--- config.mk ---
export PLATFORM = sky130hd
export DESIGN_NAME = access_sequencer
export DESIGN_NICKNAME = d
export VERILOG_FILES = /design/src/rtl/lock_pkg.sv /design/src/rtl/tick_timer.sv /design/src/rtl/access_sequencer.sv
export SDC_FILE = /design/constraint.sdc
export NUM_CORES = 1
export LEC_CHECK = 0
export CORE_UTILIZATION = 29
export CTS_BUF_LIST = sky130_fd_sc_hd__clkbuf_16
export CTS_CLUSTER_SIZE = 16
export DETAILED_ROUTE_END_ITERATION = 12
export GPL_TIMING_DRIVEN = 0
export SLEW_MARGIN = 25
export SYNTH_ARGS = -nofsm -noshare
export SYNTH_HDL_FRONTEND = slang
export SYNTH_SLANG_ARGS = --single-unit
--- constraint.sdc ---
create_clock -name clk -period 2.7 [get_ports clk]
set_input_delay 0.405 -clock clk [delete_from_list [all_inputs] [get_ports clk]]
set_output_delay 0.405 -clock clk [all_outputs]
set_load 0.02 [all_outputs]
--- src/rtl/lock_pkg.sv ---
// Shared definitions for the access sequencer.
//   - timer width used by the tick timer and the lockout countdown
//   - externally visible mode encodings
//   - controller state enumeration and the state -> mode mapping
package lock_pkg;

  localparam int TIMER_W = 12;

  localparam logic [1:0] MODE_NORMAL = 2'd0;
  localparam logic [1:0] MODE_SET    = 2'd1;
  localparam logic [1:0] MODE_OPEN   = 2'd2;
  localparam logic [1:0] MODE_LOCKED = 2'd3;

  typedef enum logic [2:0] {
    ST_IDLE,
    ST_SET_AUTH,
    ST_SET_NEW,
    ST_OPEN,
    ST_LOCKOUT
  } state_e;

  function automatic logic [1:0] state_mode(input state_e s);
    logic [1:0] m;
    case (s)
      ST_SET_AUTH, ST_SET_NEW: m = MODE_SET;
      ST_OPEN:                 m = MODE_OPEN;
      ST_LOCKOUT:              m = MODE_LOCKED;
      default:                 m = MODE_NORMAL;
    endcase
    return m;
  endfunction

endpackage

--- src/rtl/tick_timer.sv ---
// Prescaled down-counter.
//   clk, rst_n  : system clock, async active-low reset
//   load        : restart; clears the prescaler and loads load_value
//   load_value  : count to load, in ticks
//   value       : current count
//   tick        : high on the cycle whose clock edge ends a TICK_DIV period
//   expire      : tick on which the count goes from 1 to 0
module tick_timer
  import lock_pkg::*;
#(
  parameter int TICK_DIV = 1000
) (
  input  logic               clk,
  input  logic               rst_n,
  input  logic               load,
  input  logic [TIMER_W-1:0] load_value,
  output logic [TIMER_W-1:0] value,
  output logic               tick,
  output logic               expire
);

  localparam int PW = $clog2(TICK_DIV);

  logic [PW-1:0]      presc_q;
  logic [TIMER_W-1:0] count_q;

  // The prescaler restarts from 0 on load, so the first tick lands
  // exactly TICK_DIV edges after the load edge.
  assign tick   = (presc_q == PW'(TICK_DIV - 1));
  assign expire = tick && (count_q == TIMER_W'(1));
  assign value  = count_q;

  always_ff @(posedge clk or negedge rst_n) begin
    if (!rst_n) begin
      presc_q <= '0;
      count_q <= '0;
    end else if (load) begin
      presc_q <= '0;
      count_q <= load_value;
    end else begin
      presc_q <= tick ? '0 : presc_q + PW'(1);
      if (tick && (count_q != '0)) begin
        count_q <= count_q - TIMER_W'(1);
      end
    end
  end

endmodule

--- src/rtl/access_sequencer.sv ---
// Door-lock access sequencer.
//   clk, rst_n      : system clock, async active-low reset
//   enter_req       : pulse, four-digit entry complete (match sampled with it)
//   match           : comparator result
//   set_req         : password-setting switch level (rising edge used)
//   cancel          : pulse, abandon current operation
//   mode            : 0 normal, 1 setting, 2 open, 3 locked
//   commit_pw       : pulse, write the new password
//   entry_clr       : pulse, clear entered digits and cursor
//   fail_cnt        : consecutive failures (saturates at 7)
//   lock_remaining  : lockout ticks left, 0 outside lockout
//   servo_en        : door servo open command
//   alarm_en        : piezo enable
//
// state      | meaning
// IDLE       | waiting for a code entry or the set switch
// SET_AUTH   | setting requested, waiting for the current code
// SET_NEW    | authenticated, next entry becomes the new code
// OPEN       | door open for OPEN_TICKS
// LOCKOUT    | too many failures, all inputs ignored until expiry
module access_sequencer
  import lock_pkg::*;
#(
  parameter int TICK_DIV        = 1000,
  parameter int OPEN_TICKS      = 200,
  parameter int MAX_FAIL        = 3,
  parameter int LOCK_BASE_TICKS = 100
) (
  input  logic               clk,
  input  logic               rst_n,
  input  logic               enter_req,
  input  logic               match,
  input  logic               set_req,
  input  logic               cancel,
  output logic [1:0]         mode,
  output logic               commit_pw,
  output logic               entry_clr,
  output logic [2:0]         fail_cnt,
  output logic [TIMER_W-1:0] lock_remaining,
  output logic               servo_en,
  output logic               alarm_en
);

  localparam logic [2:0] MAX_FAIL_L = 3'(MAX_FAIL);

  state_e             state_q, state_d;
  logic [2:0]         fail_q, fail_d, fail_inc;
  logic [1:0]         lvl_q, lvl_d;
  logic               set_q;
  logic               set_rise;
  logic               commit_q, commit_d;
  logic               clr_q, clr_d;
  logic [1:0]         mode_q;
  logic               servo_q, alarm_q;
  logic [TIMER_W-1:0] lock_rem_q, lock_rem_d;

  logic               tmr_load;
  logic [TIMER_W-1:0] tmr_load_val;
  logic [TIMER_W-1:0] tmr_value;
  logic               tmr_tick;
  logic               tmr_expire;
  logic [TIMER_W-1:0] lock_dur;

  tick_timer #(
    .TICK_DIV (TICK_DIV)
  ) u_timer (
    .clk        (clk),
    .rst_n      (rst_n),
    .load       (tmr_load),
    .load_value (tmr_load_val),
    .value      (tmr_value),
    .tick       (tmr_tick),
    .expire     (tmr_expire)
  );

  assign set_rise = set_req & ~set_q;
  assign fail_inc = (fail_q == 3'd7) ? 3'd7 : fail_q + 3'd1;
  // Duration uses the level before this lockout bumps it.
  assign lock_dur = TIMER_W'(LOCK_BASE_TICKS) << lvl_q;

  always_comb begin
    state_d  = state_q;
    fail_d   = fail_q;
    lvl_d    = lvl_q;
    commit_d = 1'b0;
    clr_d    = 1'b0;

    case (state_q)
      ST_IDLE: begin
        if (cancel) begin
          clr_d = 1'b1;
        end else if (enter_req) begin
          clr_d = 1'b1;
          if (match) begin
            state_d = ST_OPEN;
            fail_d  = 3'd0;
            lvl_d   = 2'd0;
          end else begin
            fail_d = fail_inc;
            if (fail_inc >= MAX_FAIL_L) begin
              state_d = ST_LOCKOUT;
              lvl_d   = (lvl_q == 2'd3) ? 2'd3 : lvl_q + 2'd1;
            end
          end
        end else if (set_rise) begin
          state_d = ST_SET_AUTH;
        end
      end

      ST_SET_AUTH: begin
        if (cancel) begin
          state_d = ST_IDLE;
          clr_d   = 1'b1;
        end else if (enter_req) begin
          clr_d = 1'b1;
          if (match) begin
            state_d = ST_SET_NEW;
          end else begin
            fail_d = fail_inc;
            if (fail_inc >= MAX_FAIL_L) begin
              state_d = ST_LOCKOUT;
              lvl_d   = (lvl_q == 2'd3) ? 2'd3 : lvl_q + 2'd1;
            end else begin
              state_d = ST_IDLE;
            end
          end
        end
      end

      ST_SET_NEW: begin
        if (cancel) begin
          state_d = ST_IDLE;
          clr_d   = 1'b1;
        end else if (enter_req) begin
          state_d  = ST_IDLE;
          commit_d = 1'b1;
          clr_d    = 1'b1;
        end
      end

      ST_OPEN: begin
        if (tmr_expire) begin
          state_d = ST_IDLE;
        end else if (cancel) begin
          state_d = ST_IDLE;
          clr_d   = 1'b1;
        end
      end

      ST_LOCKOUT: begin
        if (tmr_expire) begin
          state_d = ST_IDLE;
          fail_d  = 3'd0;
        end
      end

      default: begin
        state_d = ST_IDLE;
      end
    endcase

    if (state_d != state_q) begin
      clr_d = 1'b1;
    end
  end

  assign tmr_load = (state_d != state_q);

  always_comb begin
    case (state_d)
      ST_OPEN:    tmr_load_val = TIMER_W'(OPEN_TICKS);
      ST_LOCKOUT: tmr_load_val = lock_dur;
      default:    tmr_load_val = '0;
    endcase
  end

  // Mirror the timer's next count so lock_remaining stays registered yet
  // tracks the timer cycle-for-cycle.
  always_comb begin
    lock_rem_d = '0;
    if (state_d == ST_LOCKOUT) begin
      if (tmr_load)      lock_rem_d = tmr_load_val;
      else if (tmr_tick) lock_rem_d = tmr_value - TIMER_W'(1);
      else               lock_rem_d = tmr_value;
    end
  end

  always_ff @(posedge clk or negedge rst_n) begin
    if (!rst_n) begin
      state_q    <= ST_IDLE;
      fail_q     <= 3'd0;
      lvl_q      <= 2'd0;
      set_q      <= 1'b0;
      commit_q   <= 1'b0;
      clr_q      <= 1'b0;
      mode_q     <= MODE_NORMAL;
      servo_q    <= 1'b0;
      alarm_q    <= 1'b0;
      lock_rem_q <= '0;
    end else begin
      state_q    <= state_d;
      fail_q     <= fail_d;
      lvl_q      <= lvl_d;
      set_q      <= set_req;
      commit_q   <= commit_d;
      clr_q      <= clr_d;
      mode_q     <= state_mode(state_d);
      servo_q    <= (state_d == ST_OPEN);
      alarm_q    <= (state_d == ST_LOCKOUT);
      lock_rem_q <= lock_rem_d;
    end
  end

  assign mode           = mode_q;
  assign commit_pw      = commit_q;
  assign entry_clr      = clr_q;
  assign fail_cnt       = fail_q;
  assign lock_remaining = lock_rem_q;
  assign servo_en       = servo_q;
  assign alarm_en       = alarm_q;

endmodule

-- Yosys cells after proc, flatten, opt, wreduce, memory -nomap -nowiden
Index checks and enable logic that the tools add are counted.
- add/subtract/negate cells: 4
- magnitude comparators: 1
- eq/ne operators: 19
- shift-type cells: 1
- muxes and demuxes: 50
- bitwise operators: 2
- reductions and logical operators: 11
- operator list (cell ; number):
    two-way mux 3 bit ; 22
    two-way mux 12 bit ; 5
    one-hot mux 12 bit (2 select lines) ; 1
    two-way mux 10 bit ; 2
    two-way mux 2 bit ; 8
    one-hot mux 3 bit (5 select lines) ; 1
    == test 12 x 1 -> 1 bit, second input constant ; 1
    == test 3 x 2 -> 1 bit, second input constant ; 4
    inequality test 2 bit, second input constant ; 6
    nonzero test 12 bit ; 1
    left shift 7 x 2 -> 12 bit, first input constant ; 1
    subtractor 12 x 1 -> 12 bit, second input constant ; 1
    adder 10 x 1 -> 10 bit, second input constant ; 1
    == test 10 bit, second input constant ; 1
    == test 3 bit, second input constant ; 3
    one-hot mux 3 bit (3 select lines) ; 1
    two-way mux 1 bit ; 7
    AND reduction 7 bit ; 1
    == test 3 x 1 -> 1 bit, second input constant ; 2
    one-hot mux 2 bit (3 select lines) ; 1
    AND reduction 6 bit ; 1
    one-hot mux 2 bit (2 select lines) ; 1
    nonzero test 2 bit ; 2
    adder 3 x 1 -> 3 bit, second input constant ; 1
    other kinds (12) ; 13
- flip-flop bits (word level): 49
- input port bits: 6
- output and inout port bits: 21
- logic and storage cells: 100

-- Longest topological paths before layout
Gate-level depths: netlist of the first run.
- depth after elaboration: 12
- mapped depth: 9
- gate-level depth less buffers: 8

-- Hierarchy
Synthesis of the first run repeated with hierarchy kept, for this count alone.
- cells, all modules: 318
- area, all modules: 2895.3 um^2
- by module, submodules not included (module ; instances ; cells an instance ; area an instance (um^2) ; seq. area each (um^2)):
    access_sequencer ; 1 ; 167 ; 1570.3 ; 675.6
    tick_timer ; 1 ; 151 ; 1325.0 ; 550.5

-- Worst setup path before layout of the first run
OpenSTA, ideal clock, no wires.
- kind: register to register
- start: reg u_timer.count_q[1], in the netlist u_timer.value[1]
- end: reg fail_q[0], in the netlist fail_cnt[0]
- library setup time: 0.128 ns
- arrival: 1.991 ns
- required time: 2.572 ns
- setup slack: 0.582 ns
- cell stages (with the launch flop): 8
- path buffers: 0
- clock period less this slack: 2.118 ns
- path through: dfrtp_1 > inv_1 > ha_1 > and4_1 > nand4bb_4 > or4_4 > a21oi_4 > mux2_1
- word-level cells in the longest chain between the ends: 4
- RTL lines (item ; RTL line ; RTL):
    start: declaration ; tick_timer.sv:25 ; logic [TIMER_W-1:0] count_q;
    start signal: assignment ; tick_timer.sv:39 ; count_q <= load_value;
    start signal: assignment ; tick_timer.sv:43 ; count_q <= count_q - TIMER_W'(1);
    == test 12 x 1 -> 1 bit ; tick_timer.sv:30 ; assign expire = tick && (count_q == TIMER_W'(1));
    logical AND 1 bit ; tick_timer.sv:30 ;
    inequality test 2 bit (no line) ; - ;
    AND reduction 7 bit (no line) ; - ;
    end signal: assignment ; access_sequencer.sv:202 ; fail_q <= fail_d;
    end: declaration ; access_sequencer.sv:47 ; logic [2:0] fail_q, fail_d, fail_inc;
No other way between the ends.
A chain may end at the register's enable or synchronous reset.

-- Final worst setup path of the first run
- start: in cancel
- end: reg u_timer.presc_q[5]
- word-level cells in the longest chain between the ends: 5
- elaborated cells on any way between the ends: 8
- classes of those cells: eq/ne: 1; mux: 7
- RTL lines (item ; RTL line ; RTL):
    start: declaration ; access_sequencer.sv:34 ; input logic cancel,
    two-way mux 3 bit ; access_sequencer.sv:144 ; end else if (cancel) begin
    two-way mux 3 bit ; access_sequencer.sv:142 ; if (tmr_expire) begin
    one-hot mux 3 bit (5 select lines) (*) ; access_sequencer.sv:88 ; case (state_q)
    inequality test 3 bit (*) ; access_sequencer.sv:167 ; assign tmr_load = (state_d != state_q);
    two-way mux 10 bit (*) ; tick_timer.sv:37 ; end else if (load) begin
    end signal: assignment ; tick_timer.sv:41 ; presc_q <= tick ? '0 : presc_q + PW'(1);
    end: declaration ; tick_timer.sv:24 ; logic [PW-1:0] presc_q;
Mark *: on every way between the ends. The rest lies on a longest branch, timed or not.

==> impl_results.md, run 1 <==
- Peak Freq: 423.1 MHz
- Chip Width: 100.4 um
- Largest family of logic cells by synthesized area: simple AND/OR/NAND/NOR gates
- Worst path arrival time: roughly 2.6 ns
- Post-synthesis sequential area ratio: 0.4371
- Max cap viols: 0
- Vias: 2272
- Vias per std cell: 4.950
- Hold WC Path Type: in -> async
- Crit path capture type: register
- CP Cell Sequence: clkdlybuf4s50_1 -> or2_0 -> clkbuf_1 -> o31ai_1 -> o31ai_1 -> a32oi_2 -> buf_2 -> nand2_2 -> nor2_1
- I/O pins: 27
- Worst setup SP type: primary input
- Fin worst setup slack: roughly 0.34 ns
- Total CTS buffers: 5
- Post-synthesis simple-gate area fraction: 0.2525
- Post-Syn Area: between 2000 and 3000 sq um
- Worst-margin pin slew: roughly 0.82 ns
- Drt drc: 0
- Setup WS pre-CTS: 0.05121 ns
- FF-to-FF End: u_timer.value[6]$_DFFE_PN0P_
- Cells after Synth: 297
- Yosys warns: 0
- CTS tree: yes
- Final setup vio count: 0
- First-pass GRT wire length: 11.10 mm
- Avg WL per Cell: 13.98 um
- Vias in the first global route: 2212
- Mux share of post-synthesis cell area: 0.008029
- Syn Area/Cell: 9.445 sq um
- Crit-path max FO: 10
- Final nets: 346
- Die height: about 100 um
- Clk_lat worst skew: 0.29 ns
- Antenna viol nets, final: 0
- Slew headroom: 0.4497
- Hold Fails Final Rpt: 0
- Cts repair resizes: 0
- Largest net degree at the start of global routing: 50
- Unrepaired setup endpoints after global routing: no
- Crit path buf inv count: 3
- CP peak stage delay: between 0.4 and 0.5 ns
- Clock Path Buffers: 2
- Worst setup endpoint: u_timer.presc_q[5]$_DFF_PN0_
- Logic depth of the worst path, buffers included: 9
- Post-synthesis compound-gate area fraction: 0.1811
- Worst R2R Path Depth: 7
- Post-cts hold buffer count: 0
- Placed Cells: 451
- FF-to-FF setup slack: 0.36 ns
- Crit-path slowest cell: clkdlybuf4s50_1
- Setup CP Type: in -> reg
- Post-synth EDFFs: 0
- Required @ worst endpoint: 2.91 ns
- FF-to-FF Start: u_timer.presc_q[0]$_DFF_PN0_
- Die area: a little over 10000 sq um
- # H-tree levels: 2
- Layout Cells excl Fill: 459
- WL final: between 6 and 7 mm
- IO buf count: 25
- Area grow syn2layout: 20.38%
- Ratio of total power to cell area: 827.3 nW/um^2
- Worst-path clk slew: 0.06 ns
- Synth Register Bits: slightly below 50
- Initial Util: 0.3022
- Antenna fix cells: 0
- Leak: ~1.4 nW
- Net Count, Synth: 314
- Yosys cell types: 56
- Post-route clock period utilization: 0.8754
- Initial antenna violation count: 0
- Adder-cell share of the synthesized area: 0.04906
- Clock root cell: clkbuf_16
- Synth async-reset ratio: 1.000
- Initial DRC Count: between 150 and 200
- Crit path max-delay family: buffers and inverters
- Grt total ovfl: 0
- CP most frequent cell: o31ai_1
- Placeable Area: 9284 sq um
- Clock Sink Count: 49
- Ys flop type: dfrtp_1
- XOR/XNOR share of the synthesized area: 0.04059
- Tmin final: 2.363 ns
- Number of cell rows: 35
- All-layer global routing usage: 0.1390
- Worst Setup SP: cancel
- Clk_skew: 0.004206 ns
- Peak supply drop: 253.1 uV
- First-pass DRT Iterations: 4
- Status: finished, final reports clean
- Postcts setup bufs: 0
- Fin. max-slew vios: 0
- Dpl hpwl: 4.597 mm
- Global placer's final weighted congestion: a little over 0.9
- Share of cells above drive strength 1: 0.07879
## state kept, by name, summed over array words and instances, names as in the netlist
name and count:
lock_remaining 12, u_timer.presc_q 10, alarm_en 1, fail_cnt 3, servo_en 1, u_timer.value 12, entry_clr 1, set_q 1
lvl_q 2, commit_pw 1, state_q 3, mode 2
## how the worst min path moves through the flow
| stage | endpoint | slack [ns] | cells after the start |
|---|---|---|---|
| floorplan | alarm_en$_DFF_PN0_ | 0.11 | 0 |
| global placement | u_timer.presc_q[0]$_DFF_PN0_ | 0.49 | 1 |
| detailed placement | lock_remaining[10]$_DFF_PN0_ | 0.48 | 1 |
| CTS | lock_remaining[10]$_DFF_PN0_ | 0.18 | 1 |
| global route | lock_remaining[11]$_DFF_PN0_ | 0.21 | 1 |
| finish | lock_remaining[10]$_DFF_PN0_ | 0.15 | 1 |
## layout make-up
| cell class | instances | area (sq um) |
|---|---|---|
| inverter | 8 | 30.03 |
| multi-input combinational | 228 | 1490 |
| clock inverter | 3 | 37.54 |
| timing repair buffer | 25 | 247.7 |
| buffer | 12 | 58.81 |
| fill | 989 | 5907 |
| clock buffer | 5 | 125.1 |
| tap | 129 | 161.4 |
| sequential | 49 | 1226 |
## report_power, final
group          leakage, nW  internal, W  total (W)  switching [W]
Clock               0.0826     0.000431   0.000700       0.000269
Sequential           0.654     0.000875    0.00105       0.000177
Combinational        0.663     0.000434    0.00104       0.000607
## synthesized netlist by cell type (all sizes together), types with 2 or more instances
cell type	n	share of area
mux2	2	0.0080
xor2	4	0.012
a211oi	5	0.013
or2	3	0.0067
o311ai	2	0.0062
o21a	3	0.0080
nand3	13	0.023
and3	4	0.0089
nor4	5	0.027
or3	9	0.020
ha	11	0.049
clkbuf	6	0.0080
a22oi	2	0.0054
nor2b	3	0.0067
o21ai	29	0.053
nand2	35	0.049
nor2	27	0.036
and2	2	0.0045
o31ai	5	0.013
dfrtp	49	0.44
nand2b	3	0.0067
a22o	3	0.0094
nand4bb	2	0.020
a21boi	4	0.011
nor3	10	0.022
a21oi	18	0.036
or4	2	0.0067
xnor2	9	0.028
inv	8	0.011
buf	6	0.013
## stage by stage
stage	utilization	total power, W	hold slack (ns)	instance area, sq um	TNS [ns]
2_1_floorplan	-	0.001748	0.1094	2805	0
3_3_place_gp	0.3465	0.002096	0.4871	3217	-13.79
3_5_place_dp	0.3462	0.002107	0.4803	3214	0
4_1_cts	0.3637	0.002817	0.1753	3377	0
5_1_grt	0.3637	0.002993	0.2077	3377	0
6_report	0.3637	0.002794	0.1489	3377	0
## layout by cell type, fill, tap and decap left out, types with 6 or more instances in the layout
cell             synthesis  layout
nor3_1                   9       9
clkbuf_1                 6       6
clkdlybuf4s50_1          0      24
o21ai_0                 27      27
or3_1                    9       9
xnor2_1                  9       9
ha_1                    11      11
dfrtp_1                 49      49
nor2_1                  27      27
a21oi_1                 17      17
nand2_1                 33      33
inv_1                    8       9
nand3_1                 13      13
## routing by layer
layer / track usage / vias up / share of wire
met2: 0.2271 / 52 / 0.46
met5: 0 / - / 0
met3: 0.02228 / 4 / 0.037
met4: 0.03344 / 0 / 0.0070
li1: - / 1121 / -
met1: 0.1925 / 1095 / 0.49
## logic make-up after synthesis
kind of cell,count (synthesis)
xor gates and xnor gates,13
and+or+nand+nor,123
AOI/OAI and AO/OA,79
DFF,49
buffers and inverters,20
muxes,2
adders and majority gates,11
Note: power is estimated with default switching activity, not from simulation.
==> inputs of run 2 (changes only) <==
Settings changed: CORE_UTILIZATION 29 to 52, PLACE_DENSITY set to 0.76, SYNTH_HIERARCHICAL set to 1.
Clock period 2.7 ns to 2.15 ns, I/O delays scaled along.
==> run 2 against run 1 <==
Compared with the run above:
- the flow now finishes with violations (negative setup slack)
- first-iteration DRC count grew to 2.5 times the previous value
- sequential share of layout area down 7.8 points
- cell area increased by 28%
- routed wire length rose by 55%
- total power is 89% higher
==> impl_results.md, run 2 <==
- Yosys warns: 6
- All-layer global routing usage: 0.2987
- Logic depth of the worst path, buffers included: 14
- Final setup vio count: 42
- FF-to-FF End: u_timer/value[10]$_DFFE_PN0P_
- Ratio of total power to cell area: 1218 nW/um^2
- Vias per std cell: 6.460
- FF-to-FF setup slack: -0.74 ns
- Fin. max-slew vios: 0
- Clock root cell: clkbuf_16
- Tmin final: 2.892 ns
- Antenna fix cells: 0
- Initial antenna violation count: 0
- Final nets: between 400 and 500
- Hold Fails Final Rpt: 0
- Post-Syn Area: 2895 sq um
- Worst R2R Path Depth: 14
- CP Cell Sequence: nand4bb_4 -> or3_4 -> clkbuf_16 -> nor2_4 -> and3_4 -> a2111oi_4 -> o221a_2 -> buf_8 -> inv_8 -> inv_6 -> buf_8 -> nand2_2 -> a41oi_2 -> a221o_1
- Worst Setup SP: u_timer/presc_q[4]$_DFF_PN0_
- First-pass GRT wire length: 13.45 mm
- Initial DRC Count: ~390
- Hold WC Path Type: in -> async
- Leak: 1.870 nW
- Die area: between 5000 and 6000 sq um
- FF-to-FF Start: u_timer/presc_q[4]$_DFF_PN0_
- Post-synth top cells: dfrtp_1, nor2_1, nand2_1, inv_1, nor3_1
- Post-Route Setup TNS: -18.84 ns
- # fillers: 268
- Count leader, synth: dfrtp_1
- Avg WL per Cell: between 20 and 25 um
- Worst-margin pin slew: 0.8701 ns
- Worst-path clk slew: 0.07 ns
- First-pass DRT Iterations: 8
- Total CTS buffers: 5
- Ys flop type: dfrtp_1
- Syn Area/Cell: 9.105 sq um
- Crit path max-delay family: simple AND/OR/NAND/NOR gates
- Commonest non-fill, non-tap cell in the layout: buf_4
- Yosys top cell by area: dfrtp_1
- Chip Width: 76.62 um
- Synth async-reset ratio: 1.000
- Die height: 76.62 um
- Setup CP Type: reg -> reg
- Crit-path max FO: 5
- Seq. cell area: 1232 sq um
- Clock Path Buffers: 2
- Peak Freq: 345.8 MHz
- Crit-path slowest cell: dfrtp_1
- Unrepaired setup endpoints after global routing: yes
- Drt drc: 0
- # H-tree levels: 2
- Crit path capture type: register
- Clk_skew: about 0.0096 ns
- Post-route clock period utilization: 1.345
- Largest net degree at the start of global routing: 50
- Clk_lat worst skew: ~0.30 ns
- Post-synthesis sequential area ratio: 0.4235
- Fin worst setup slack: -0.7416 ns
- Synth Register Bits: 49
- Yosys cell types: 53
- Grt total ovfl: 0
- Vias: roughly 3100
- Failing checks: negative setup slack
- Share of cells above drive strength 1: 0.3535
- WL final: between 9 and 10 mm
- CP most frequent cell: buf_8
- Required @ worst endpoint: 2.33 ns
- Initial Util: 0.5528
- Area of the multi-input gates: 1864 sq um
- Worst path arrival time: between 3 and 4 ns
- Ranking of synthesized cells by area: dfrtp_1, nor2_1, ha_1
- Worst setup endpoint: u_timer/value[10]$_DFFE_PN0P_
- Antenna viol nets, final: 0
- Crit path buf inv count: 5
- Cells after Synth: 318
- Global placer's final weighted congestion: 0.8428
- Slew headroom: 0.4146
- Max cap viols: 0
- Area share of the largest cell type after synthesis: 0.4235
- Peak supply drop: 754.5 uV
- CTS tree: yes
- Area grow syn2layout: 49.40%
- Setup WS pre-CTS: -0.9228 ns
- I/O pins: 27
- Dpl hpwl: 4.500 mm
- Number of cell rows: 26
- Clock Sink Count: 49
- Post-cts hold buffer count: 0
- CP peak stage delay: 0.43 ns
- Vias in the first global route: around 2600
- IO buf count: 26
- Post-synth EDFFs: 0
- Worst setup SP type: register
- Placeable Area: 5238 sq um
- Most frequent cells in the layout: buf_4, dfrtp_1, nor2_1
- Status: finished, violations left
[run 2: kinds of logic (layout without fill, tap and decap cells)]
family	Yosys count	after routing	share of synthesized area
compound gates	58	58	0.1435
xor+xnor	18	18	0.05445
fa+ha+maj	11	11	0.04754
buf+inv	30	122	0.04581
flops	49	49	0.4235
mux	5	5	0.01858
other cells	1	4	0.001295
simple gates	146	146	0.2653
[run 2: through the flow]
| stage | cell area [sq um] | power (W) | utilization | hold WS [ns] | instances |
|---|---|---|---|---|---|
| 4_1_cts | 3959 | 0.004747 | 0.7559 | 0.06299 | 455 |
| 5_1_grt | 4325 | 0.005518 | 0.8258 | 0.09820 | 483 |
| 6_report | 4325 | 0.005270 | 0.8258 | 0.04185 | 483 |
| 3_3_place_gp | 3331 | 0.003406 | 0.6359 | 0.4831 | 417 |
| 3_5_place_dp | 3328 | 0.003446 | 0.6355 | 0.3736 | 417 |
| 2_1_floorplan | 2983 | 0.002835 | - | 0.02691 | 321 |
[run 2: routing by layer]
| metal | GRT usage | share of wire | up-vias |
|---|---|---|---|
| met5 | 0 | 0 | - |
| li1 | - | - | 1325 |
| met1 | 0.3867 | 0.37 | 1458 |
| met3 | 0.05509 | 0.090 | 78 |
| met2 | 0.4883 | 0.47 | 259 |
| met4 | 0.1288 | 0.063 | 0 |
[run 2: worst min path at each step]
stage	endpoint	slack [ns]
CTS	set_q$_DFF_PN0_	0.06
global placement	u_timer/presc_q[0]$_DFF_PN0_	0.48
finish	set_q$_DFF_PN0_	0.04
floorplan	alarm_en$_DFF_PN0_	0.03
detailed placement	set_q$_DFF_PN0_	0.37
global route	state_q[0]$_DFF_PN0_	0.1
[run 2: final cells by class]
class / instances / share of cell area
inverters: 17 / 0.01996
flip-flops and latches: 49 / 0.2849
clock buffers: 5 / 0.02893
clock inverters: 3 / 0.004339
repair buffers: 84 / 0.1765
plain buffers: 13 / 0.03413
multi-input cells: 242 / 0.4310
well taps: 70 / 0.02025
[run 2: timing repair]
| item | CTS | global route |
|---|---|---|
| gates resized for setup | 55 | 32 |
| pin swaps | 12 | 17 |
| setup endpoints to repair | 43 | 41 |
| buffers inserted | 28 | 28 |
| gates cloned | 2 | 1 |
[run 2: power by group]
part,switching (W),leakage (nW),internal [W]
clock,0.000365,0.0672,0.000428
combinational,0.00147,1.17,0.00133
sequential,0.000466,0.629,0.00121
total,0.00230,1.87,0.00297
